$ cat src/rtl/enc32to5_arbiter_pkg.sv
// Shared constants, FSM state type and helpers for the 32-to-5 request encoder.
// Consumers import this package rather than redefining widths locally.
package enc32to5_arbiter_pkg;

    localparam int ENC_W = 5;
    localparam int ENC_N = 32;

    typedef enum logic {
        ST_IDLE  = 1'b0,
        ST_GRANT = 1'b1
    } state_t;

    // Population count of a request-sized vector; result spans 0..32.
    function automatic logic [ENC_W:0] popcount32(input logic [ENC_N-1:0] v);
        logic [ENC_W:0] sum;
        sum = '0;
        for (int i = 0; i < ENC_N; i++) begin
            sum = sum + {{ENC_W{1'b0}}, v[i]};
        end
        return sum;
    endfunction

endpackage

$ cat src/rtl/enc32to5_arbiter_dec5to32.sv
// 5-to-32 one-hot decoder with enable; all outputs low when en is low.
// The arbiter reuses it so its onehot output is derived from the encoded index.
module dec5to32
    import enc32to5_arbiter_pkg::*;
(
    input  logic [ENC_W-1:0] idx,
    input  logic             en,
    output logic [ENC_N-1:0] onehot
);

    for (genvar gi = 0; gi < ENC_N; gi++) begin : g_dec
        assign onehot[gi] = en && (idx == ENC_W'(gi));
    end

endmodule

$ cat src/rtl/enc32to5_arbiter_pri_search32.sv
// Combinational rotating priority search: lowest set bit of vec at or after base,
// wrapping 31 -> 0. With base tied to 0 this is a plain lowest-index-wins encoder.
module pri_search32
    import enc32to5_arbiter_pkg::*;
(
    input  logic [ENC_N-1:0] vec,
    input  logic [ENC_W-1:0] base,
    output logic             hit,
    output logic [ENC_W-1:0] pos
);

    logic [2*ENC_N-1:0] dbl;
    logic [ENC_N-1:0]   rot;
    logic [ENC_W-1:0]   off;

    // Doubling the vector turns the rotate-right into a plain part-select.
    assign dbl = {vec, vec};
    assign rot = dbl[base +: ENC_N];

    always_comb begin
        off = '0;
        for (int i = ENC_N - 1; i >= 0; i--) begin
            if (rot[i]) begin
                off = ENC_W'(i);
            end
        end
    end

    assign hit = |vec;
    assign pos = base + off;

endmodule

$ cat src/rtl/enc32to5_arbiter.sv
// Sequential 32-to-5 request encoder: sticky pending bits, masked eligibility,
// fixed or round-robin winner selection presented under a valid/ready handshake.
module enc32to5_arbiter
    import enc32to5_arbiter_pkg::*;
#(
    parameter int               ROUND_ROBIN = 0,
    parameter logic [ENC_N-1:0] RESET_MASK  = 32'hFFFF_FFFF
) (
    input  logic             clk,
    input  logic             reset,
    input  logic [ENC_N-1:0] req,
    input  logic             mask_we,
    input  logic [ENC_N-1:0] mask_in,
    input  logic             ready,
    output logic             valid,
    output logic [ENC_W-1:0] idx,
    output logic [ENC_N-1:0] onehot,
    output logic [ENC_W:0]   pend_cnt
);

    state_t           state_reg,    state_next;
    logic [ENC_N-1:0] pending_reg,  pending_next;
    logic [ENC_N-1:0] mask_reg,     mask_next;
    logic [ENC_W-1:0] rr_ptr_reg,   rr_ptr_next;
    logic [ENC_W-1:0] idx_reg,      idx_next;
    logic             valid_reg,    valid_next;
    logic [ENC_W:0]   pend_cnt_reg, pend_cnt_next;

    logic [ENC_N-1:0] eligible;
    logic [ENC_N-1:0] clr;
    logic [ENC_W-1:0] search_base;
    logic             search_hit;
    logic [ENC_W-1:0] search_pos;

    assign eligible    = pending_reg & mask_reg;
    assign search_base = (ROUND_ROBIN != 0) ? rr_ptr_reg : '0;

    pri_search32 u_search (
        .vec  (eligible),
        .base (search_base),
        .hit  (search_hit),
        .pos  (search_pos)
    );

    // Only the currently granted line is cleared, and only on an accepted handshake.
    for (genvar gi = 0; gi < ENC_N; gi++) begin : g_clr
        assign clr[gi] = valid_reg && ready && (idx_reg == ENC_W'(gi));
    end

    // A request arriving in the accept cycle wins over the clear, so it is never lost.
    assign pending_next  = req | (pending_reg & ~clr);
    assign mask_next     = mask_we ? mask_in : mask_reg;
    assign pend_cnt_next = popcount32(pending_next);

    always_comb begin
        state_next  = state_reg;
        valid_next  = valid_reg;
        idx_next    = idx_reg;
        rr_ptr_next = rr_ptr_reg;
        case (state_reg)
            ST_IDLE: begin
                if (search_hit) begin
                    idx_next   = search_pos;
                    valid_next = 1'b1;
                    state_next = ST_GRANT;
                end
            end
            ST_GRANT: begin
                // idx/valid are frozen until the consumer accepts.
                if (ready) begin
                    valid_next = 1'b0;
                    state_next = ST_IDLE;
                    if (ROUND_ROBIN != 0) begin
                        rr_ptr_next = idx_reg + ENC_W'(1);
                    end
                end
            end
            default: begin
                state_next = ST_IDLE;
                valid_next = 1'b0;
            end
        endcase
    end

    always_ff @(posedge clk) begin
        if (reset) begin
            state_reg    <= ST_IDLE;
            pending_reg  <= '0;
            mask_reg     <= RESET_MASK;
            rr_ptr_reg   <= '0;
            idx_reg      <= '0;
            valid_reg    <= 1'b0;
            pend_cnt_reg <= '0;
        end else begin
            state_reg    <= state_next;
            pending_reg  <= pending_next;
            mask_reg     <= mask_next;
            rr_ptr_reg   <= rr_ptr_next;
            idx_reg      <= idx_next;
            valid_reg    <= valid_next;
            pend_cnt_reg <= pend_cnt_next;
        end
    end

    dec5to32 u_dec (
        .idx    (idx_reg),
        .en     (valid_reg),
        .onehot (onehot)
    );

    assign valid    = valid_reg;
    assign idx      = idx_reg;
    assign pend_cnt = pend_cnt_reg;

endmodule

$ cat config.mk
export PLATFORM = sky130hd
export DESIGN_NAME = enc32to5_arbiter
export DESIGN_NICKNAME = d
export VERILOG_FILES = /design/src/rtl/enc32to5_arbiter_pkg.sv /design/src/rtl/enc32to5_arbiter_dec5to32.sv /design/src/rtl/enc32to5_arbiter_pri_search32.sv /design/src/rtl/enc32to5_arbiter.sv
export SDC_FILE = /design/constraint.sdc
export NUM_CORES = 1
export LEC_CHECK = 0
export ABC_AREA = 1
export CORE_ASPECT_RATIO = 0.8
export CORE_MARGIN = 2
export CORE_UTILIZATION = 50
export DETAILED_ROUTE_END_ITERATION = 7
export PLACE_DENSITY = 0.85
export SLEW_MARGIN = 10
export SYNTH_ARGS = -nofsm -noshare
export SYNTH_HDL_FRONTEND = slang
export SYNTH_SLANG_ARGS = --single-unit
export TNS_END_PERCENT = 10
$ cat constraint.sdc
create_clock -name clk -period 10.75 [get_ports clk]
set_input_delay 3.225 -clock clk [delete_from_list [all_inputs] [get_ports clk]]
set_output_delay 3.225 -clock clk [all_outputs]
set_load 0.02 [all_outputs]
# After elaboration in Yosys (flattened, before gate mapping)
# Cells that the tools add are included.
# classes
div_mod_pow	0
n_bitwise	5
mux	38
n_lt_le_gt_ge	0
n_mul	0
n_reduce_logical	69
n_shift	0
eq_ne	33
add_sub_neg	31
# ops
op	n
two-way mux 5 bit	32
adder 6 x 1 -> 6 bit	26
equality test 5 bit, second input constant	16
logical AND 1 bit	65
AND 32 bit	2
equality test 5 x 4 -> 1 bit, second input constant	8
NOT 32 bit	1
OR 32 bit	1
OR reduction 32 bit	1
equality test 5 x 3 -> 1 bit, second input constant	4
equality test 5 x 2 -> 1 bit, second input constant	2
adder 5 x 1 -> 6 bit	1
adder 4 x 1 -> 5 bit	1
equality test 5 x 1 -> 1 bit, second input constant	1
zero test 5 bit	1
adder 3 x 1 -> 4 bit	1
two-way mux 1 bit	4
!= test 2 bit, second input constant	2
case mux 1 bit (2 select lines)	2
AND reduction 2 bit	2
adder 2 x 1 -> 3 bit	1
adder 1 x 1 -> 2 bit	1
NOT 1 bit	1
# word_totals
latch_bits	0
memories	0
ff_bits	77
wordCells	182
romBits	0
output_inout_bits	44
mem_bits_rw	0

# Depth between registers and ports, before layout
# Gate-level depths: netlist (run 1).
# depth
depth_word	36
mapped_depth	34

# Cells and area by module
# A second synthesis (run 1) with hierarchy kept.
# unflattened
cells_unflattened	1140
hier_area_um2	6736.5
# modules_own_cells
mod	cells_per_inst	area_per_inst_um2	instances	seq_area_each_um2
enc32to5_arbiter	542	3962.6	1	1541.5
pri_search32	531	2507.4	1	0.0
dec5to32	67	266.5	1	0.0

# Worst setup path after synthesis (run 1)
# OpenSTA, ideal clock, no wires.
# synth_timing
path_kind	input to register
from	input ready
to	register pend_cnt_reg[4] (netlist: pend_cnt[4])
slack_ps	2561
n_path_buf	1
t_arrival_ps	8070
cell_stages	25
setup_time_ps	119
path_cell_list	nand2_1 > inv_1 > clkbuf_1 > nand4_1 > a21oi_1 > fa_1 > inv_1 > fa_1 > fa_1 > inv_1 > fa_1 > fa_1 > inv_1 > fa_1 > ha_1 > inv_1 > fa_1 > inv_1 > nand2_1 > inv_1 > nor2_1 > nor2_1 > nor2_1 > o21ai_0 > a21oi_1
# synth_via
elab_chain_len	36
elab_cells_between_ends	67
# synth_rtl
item	line_no	source
start, declared	enc32to5_arbiter.sv:14	input logic ready,
logical AND 1 bit *	enc32to5_arbiter.sv:47	assign clr[gi] = valid_reg && ready && (idx_reg == ENC_W'(gi));
logical AND 1 bit	enc32to5_arbiter.sv:47	
NOT 32 bit *	enc32to5_arbiter.sv:51	assign pending_next = req | (pending_reg & ~clr);
AND 32 bit *	enc32to5_arbiter.sv:51	
OR 32 bit *	enc32to5_arbiter.sv:51	
adder 1 x 1 -> 2 bit	enc32to5_arbiter_pkg.sv:18	sum = sum + {{ENC_W{1'b0}}, v[i]};
adder 2 x 1 -> 3 bit	enc32to5_arbiter_pkg.sv:18	
adder 3 x 1 -> 4 bit	enc32to5_arbiter_pkg.sv:18	
adder 4 x 1 -> 5 bit	enc32to5_arbiter_pkg.sv:18	
adder 5 x 1 -> 6 bit	enc32to5_arbiter_pkg.sv:18	
adder 6 x 1 -> 6 bit (25 in a row)	enc32to5_arbiter_pkg.sv:18	
adder 6 x 1 -> 6 bit *	enc32to5_arbiter_pkg.sv:18	
end signal, assigned	enc32to5_arbiter.sv:101	pend_cnt_reg <= pend_cnt_next;
end, declared	enc32to5_arbiter.sv:27	logic [ENC_W:0] pend_cnt_reg, pend_cnt_next;
# Every way passes the cells marked *; elsewhere a longest branch is shown, timed or not.
# A chain may end at the register's enable or synchronous reset.

# Final worst setup path (run 1)
# Same ends and word-level chain as after synthesis.

==> summary.txt, run 1 <==
Worst hold path
  • Worst Hold Class: flop to flop
  • Hold-critical path depth: 2

Pwr
  • Seq pwr share: 29.7%
  • Logic pwr share: about half
  • Worst IR Drop VDD: 0.332 mV
  • Switching Power: between 0.4 and 0.5 mW
  • Sw Ratio: 39.7%
  • Static Leak: ~2.6 nW
  • Clock Power Share: a little over a fifth
  • Total power: around 1.1 mW
  • Int Pwr: between 0.6 and 0.7 mW
  • Power Dens Cells: approximately 200 nW/um^2

Clock tree
  • Num Clock Sinks: 77
  • CTS tree: built
  • Clock Tree Buf Depth: 2
  • Post-CTS Setup Repair Bufs: 0
  • Clock root cell: clkbuf_8
  • Clk pin slew, worst setup/hold paths: 0.08 ns
  • Post-cts resize count: 0
  • CTS Buf Count: 9
  • Htree depth: 3
  • Worst-Skew Late Latency: approximately 0.35 ns
  • Hold_buf cts: 0

Yosys
  • Register area share after synthesis: between 30% and 40%
  • Synthesized area: 4280 sq um
  • Avg Cell Area, Syn: approximately 7.0 sq um
  • Synth Instances: ~620
  • Distinct cell type count after synthesis: 20
  • Syn nets: around 710
  • Synth warnings: 0
  • Synth Register Bits: just under 80

Timing
  • Final hold slack: 0.466 ns
  • Slew @ Worst Pin: 1.13 ns
  • Final period utilization: between 80% and 90%
  • Final Skew: about 0.011 ns
  • Fmax: 0.111 GHz
  • RSZ-0062 raised after global routing: false
  • Setup ws final: ~1.7 ns
  • Fin crit period: about 9.0 ns
  • Setup violators final: 0
  • Setup TNS: 0 ns
  • Slew Limit Fails: 0
  • Rel. slew slack: around a quarter
  • Final hold violations: 0

Job
  • Max cap viols: 0

Die
  • Chip height: just under 90 um
  • Die area: just over 9000 sq um
  • Initial Util: about half
  • Core region area: approximately 8400 sq um
  • Top Ports: around 110
  • Die Wd: 107 um
  • Site Rows: 30

Routing
  • Drt pass-1 iters: 5
  • Final wirelength: 12.7 mm
  • Routed vias: around 4400
  • Met3 wire len: roughly 1.2 mm
  • Initial DRC Count: roughly 390
  • WL/cell: around 15 um
  • Metal2 WL: between 6 and 7 mm
  • Drt drc: 0
  • DR top layer: met4
  • DR vias/cell: approximately 5.4
  • M1 WL: ~5.4 mm
  • Post-route ant nets: 0

Critical path
  • CP Capture Type: flop
  • Critical Path AT: about 9.3 ns
  • Startpoint Class: input pin
  • CP Data Required Time: roughly 11 ns
  • Crit path kind: input pin to flop
  • Worst-path fanout max: 18
  • R2r worst-path depth: 23
  • Flop-to-flop setup slack: 4.30 ns

Final layout
  • Commonest non-fill, non-tap cell in the layout: nand2_1
  • Area Growth Syn to Fin: 32.6%
  • Final instance area: roughly 5700 sq um
  • Final std cells w/o fill: approximately 830
  • # fillers: 738
  • Nets: 810
  • Layout cells sized above 1: between 4 and 5%
  • Layout Utilization: slightly below 70%
  • Commonest non-fill, non-tap cells in the layout: nand2_1, clkdlybuf4s50_1, nor2_1, dfxtp_1, nand3_1
  • # diodes: 0

Placed design
  • Placed Cells: 812
  • Pre-CTS setup slack: approximately 1.4 ns
  • DP Wirelength: around 10 mm
  • RD Place Congestion: 0.959
  • Port Buffer Count: 111
  • Area of placed instances: between 5000 and 6000 sq um

Global route
  • Gr ovfl total: 0
  • Vias in the first global route: 4373
  • Gr usage total: 29.3%
  • Initial antenna violation count: 0
  • First-pass GRT wire length: 21.1 mm
  • Largest net degree at the start of global routing: 40

Status
  • Status: completed
synth_stat cells:
| master | count | area (sq um) |
|---|---|---|
| a21oi_1 | 39 | 195 |
| o31ai_1 | 1 | 7.51 |
| nor2_1 | 83 | 312 |
| nand2_2 | 10 | 62.6 |
| ha_1 | 7 | 87.6 |
| nand2_1 | 167 | 627 |
| nor4_1 | 2 | 12.5 |
| inv_1 | 62 | 233 |
| a31oi_1 | 2 | 12.5 |
| nand3_1 | 65 | 325 |
| nand2_4 | 2 | 22.5 |
| clkbuf_1 | 26 | 97.6 |
| dfxtp_1 | 77 | 1540 |
| nand4_1 | 13 | 81.3 |
| fa_1 | 24 | 480 |
| o21ai_0 | 26 | 130 |
| a21oi_2 | 1 | 8.76 |
| buf_1 | 5 | 18.8 |
| a211oi_1 | 1 | 7.51 |
| o21bai_1 | 2 | 15.0 |
area by class of cell:
class	count	area, sq um	area share, %
Multi-Input combinational cell	445	2390	42.1
Sequential cell	77	1540	27.2
Timing Repair Buffer	116	1150	20.3
Inverter	62	233	4.10
Tap cell	112	140	2.47
Clock buffer	9	124	2.18
Clock inverter	7	97.6	1.72
power groups by stage:
stage,logic (mW),clock network [mW],registers (mW)
2_1_floorplan,0.383,0,0.351
3_3_place_gp,0.538,0,0.342
3_5_place_dp,0.548,0,0.342
5_1_grt,0.657,0.257,0.340
4_1_cts,0.556,0.245,0.336
6_report,0.553,0.242,0.336
per-layer routing:
layer	vias to the layer above	GRT usage (%)
met5	-	0
met4	0	6.76
met3	12	6.09
met2	207	49.3
met1	2070	39.0
li1	2144	-
cells by family after synthesis:
family	after synthesis	synth area share, %
AOI/OAI and AO/OA	72	8.80
adders and majority gates	31	13.3
buffers and inverters	93	8.16
DFF	77	36.0
and+or+nand+nor	342	33.7
path summary, 6_finish.rpt:
path,end,start
worst max register to register,pend_cnt[4],idx[4]
worst min-delay path,mask_reg[14],mask_reg[14]
worst max-delay path,pend_cnt[4],ready
worst min register to register,mask_reg[14],mask_reg[14]
critical path, stage by stage:
cell	delay (ns)
clkdlybuf4s50_1	0.49
nand2_1	0.39
inv_1	0.51
nand4_1	0.17
a21oi_1	0.28
fa_1	0.44
inv_1	0.08
fa_1	0.46
fa_1	0.50
inv_1	0.05
fa_1	0.48
fa_1	0.50
inv_1	0.05
fa_1	0.48
ha_1	0.14
inv_1	0.06
fa_1	0.40
inv_1	0.07
nand2_1	0.05
inv_1	0.06
nor2_1	0.04
nor2_1	0.08
nor2_1	0.06
o21ai_0	0.17
a21oi_1	0.06
(Power assumes the default switching activity.)
==> run 2: changes to the inputs <==
--- a/config.mk
+++ b/config.mk
@@ -8,9 +8,9 @@
 export ABC_AREA = 1
 export CORE_ASPECT_RATIO = 0.8
 export CORE_MARGIN = 2
-export CORE_UTILIZATION = 50
+export CORE_UTILIZATION = 49
 export DETAILED_ROUTE_END_ITERATION = 7
-export PLACE_DENSITY = 0.85
+export PLACE_DENSITY = 0.83
 export SLEW_MARGIN = 10
 export SYNTH_ARGS = -nofsm -noshare
 export SYNTH_HDL_FRONTEND = slang
==> constraint.sdc (replaced) <==
create_clock -name clk -period 9.25 [get_ports clk]
set_input_delay 2.775 -clock clk [delete_from_list [all_inputs] [get_ports clk]]
set_output_delay 2.775 -clock clk [all_outputs]
set_load 0.02 [all_outputs]
==> summary.txt, run 2 (synthesized netlist as in run 1, its figures left out) <==
Die
  • Top Ports: 112 (unchanged)
  • Die Wd: 108 um (was 107 um)
  • Core region area: 8480 sq um (was 8410 sq um)
  • Die area: 9500 sq um (was 9320 sq um)
  • Chip height: 87.6 um (was 86.7 um)
  • Initial Util: 50.4% (was 50.9%)
  • Site Rows: 30 (unchanged)

Placed design
  • DP Wirelength: 9.67 mm (was 9.78 mm)
  • RD Place Congestion: 0.955 (was 0.959)
  • Port Buffer Count: 111 (unchanged)

Critical path
  • Critical Path AT: 8.39 ns (was 9.29 ns)
  • Slowest cell on crit path: clkdlybuf4s50_1 (was inv_1)
  • Worst-path fanout max: 15 (was 18)
  • R2r worst-path depth: 24 (was 23)
  • CP Data Required Time: 9.49 ns (was 10.99 ns)
  • CP peak stage delay: 0.52 ns (was 0.51 ns)
  • Startpoint Class: input pin (unchanged)
  • Crit path kind: input pin to flop (unchanged)
  • Flop-to-flop setup slack: 2.78 ns (was 4.30 ns)
  • CP Capture Type: flop (unchanged)

Final layout
  • Nets: 813 (was 810)
  • Layout cells sized above 1: 4.87% (was 4.75%)
  • Commonest non-fill, non-tap cells in the layout: nand2_1, clkdlybuf4s50_1, nor2_1, dfxtp_1, nand3_1 (unchanged)
  • Area Growth Syn to Fin: 32.4% (was 32.6%)
  • # fillers: 764 (was 738)
  • Layout Utilization: 66.8% (was 67.5%)
  • # diodes: 0 (unchanged)
  • Commonest non-fill, non-tap cell in the layout: nand2_1 (unchanged)

Clock tree
  • Clk pin slew, worst setup/hold paths: 0.07 ns (was 0.08 ns)
  • Clock root cell: clkbuf_8 (unchanged)
  • CTS tree: built (unchanged)
  • Hold_buf cts: 0 (unchanged)
  • Htree depth: 3 (unchanged)
  • Worst-Skew Late Latency: 0.35 ns (about the same)
  • Post-cts resize count: 0 (unchanged)
  • CTS Buf Count: 9 (unchanged)
  • Post-CTS Setup Repair Bufs: 0 (unchanged)
  • Num Clock Sinks: 77 (unchanged)
  • Clock Tree Buf Depth: 2 (unchanged)

Global route
  • Initial antenna violation count: 0 (unchanged)
  • First-pass GRT wire length: 21.0 mm (was 21.1 mm)
  • Vias in the first global route: 4349 (was 4373)
  • Gr usage total: 28.8% (was 29.3%)
  • Largest net degree at the start of global routing: 40 (unchanged)
  • Gr ovfl total: 0 (unchanged)

Routing
  • WL/cell: 15.4 um (about the same)
  • Routed vias: 4480 (was 4433)
  • Drt drc: 0 (unchanged)
  • Drt pass-1 iters: 7 (was 5)
  • Initial DRC Count: 363 (was 387)
  • DR vias/cell: 5.39 (was 5.35)
  • Final wirelength: 12.8 mm (was 12.7 mm)
  • Post-route ant nets: 0 (unchanged)

Pwr
  • Sw Ratio: 40.5% (was 39.7%)
  • Clock Power Share: 19.0% (was 21.4%)
  • Static Leak: 2.57 nW (was 2.56 nW)
  • Logic pwr share: 51.3% (was 48.9%)
  • Worst IR Drop VDD: 0.394 mV (was 0.332 mV)
  • Switching Power: 0.532 mW (was 0.449 mW)
  • Int Pwr: 0.781 mW (was 0.683 mW)
  • Power Dens Cells: 232 nW/um^2 (was 200 nW/um^2)
  • Seq pwr share: 29.6% (was 29.7%)

Status
  • Status: completed (unchanged)

Worst hold path
  • Hold-critical path depth: 2 (unchanged)
  • Worst Hold Class: flop to flop (unchanged)

Timing
  • Slew Limit Fails: 0 (unchanged)
  • Fin crit period: 8.15 ns
  • RSZ-0062 raised after global routing: false (unchanged)
  • Setup TNS: 0 ns (unchanged)
  • Final Skew: 0.0135 ns (was 0.0110 ns)
  • Final period utilization: ~90%
  • Final hold violations: 0 (unchanged)
  • Rel. slew slack: 20.7% (was 24.6%)
  • Fmax: about 0.12 GHz
  • Slew @ Worst Pin: 1.19 ns (was 1.13 ns)
  • Setup violators final: 0 (unchanged)

Job
  • Max cap viols: 0 (unchanged)
run 2: layer usage:
metal | vias up | wire length (um) | track usage (%)
li1 | 2150 | - | -
met1 | 2075 | 5490 | 38.4
met2 | 235 | 5790 | 45.7
met3 | 20 | 1360 | 9.15
met4 | 0 | 174 | 7.46
met5 | - | 0 | 0
run 2: path summary, 6_finish.rpt:
check	from	end
worst max-delay path	ready	pend_cnt[4]
worst min-delay path	mask_reg[6]	mask_reg[6]
worst max register to register	idx[3]	pend_cnt[4]
worst min register to register	mask_reg[6]	mask_reg[6]
run 2: critical path, delay by kind of cell:
family                   cells  cell delay, ns
adder cells (fa/ha/maj)      8            3.30
buffers and inverters        8            1.27
AO/OA/AOI/OAI                3            0.55
AND/OR/NAND/NOR              6            0.49
run 2: area by class of cell:
cell class                      count  area [sq um]  share of cell area, %
Clock buffer                       12           145                   2.56
Clock inverter                      4          47.5                  0.839
Inverter                           62           233                   4.11
Multi-Input combinational cell    445          2390                   42.1
Sequential cell                    77          1540                   27.2
Tap cell                          112           140                   2.47
Timing Repair Buffer              119          1170                   20.7
run 2: power by group through the flow:
stage | logic, mW | clock network [mW] | registers [mW]
after global placement | 0.635 | 0 | 0.395
after floorplan | 0.446 | 0 | 0.408
after global routing | 0.774 | 0.267 | 0.392
after detailed placement | 0.660 | 0 | 0.396
after CTS | 0.668 | 0.252 | 0.389
final | 0.674 | 0.250 | 0.389
run 2: per-stage QoR:
| stage | area [sq um] | hold slack (ns) | setup slack (ns) | std cells | power [mW] |
|---|---|---|---|---|---|
| floorplan | 4280 | 0.429 | 1.51 | 615 | 0.854 |
| global placement | 5470 | 0.445 | 0.915 | 815 | 1.03 |
| detailed placement | 5470 | 0.447 | 0.815 | 815 | 1.06 |
| CTS | 5670 | 0.465 | 1.16 | 831 | 1.31 |
| global route | 5670 | 0.493 | 0.844 | 831 | 1.43 |
| finish | 5670 | 0.461 | 1.10 | 831 | 1.31 |
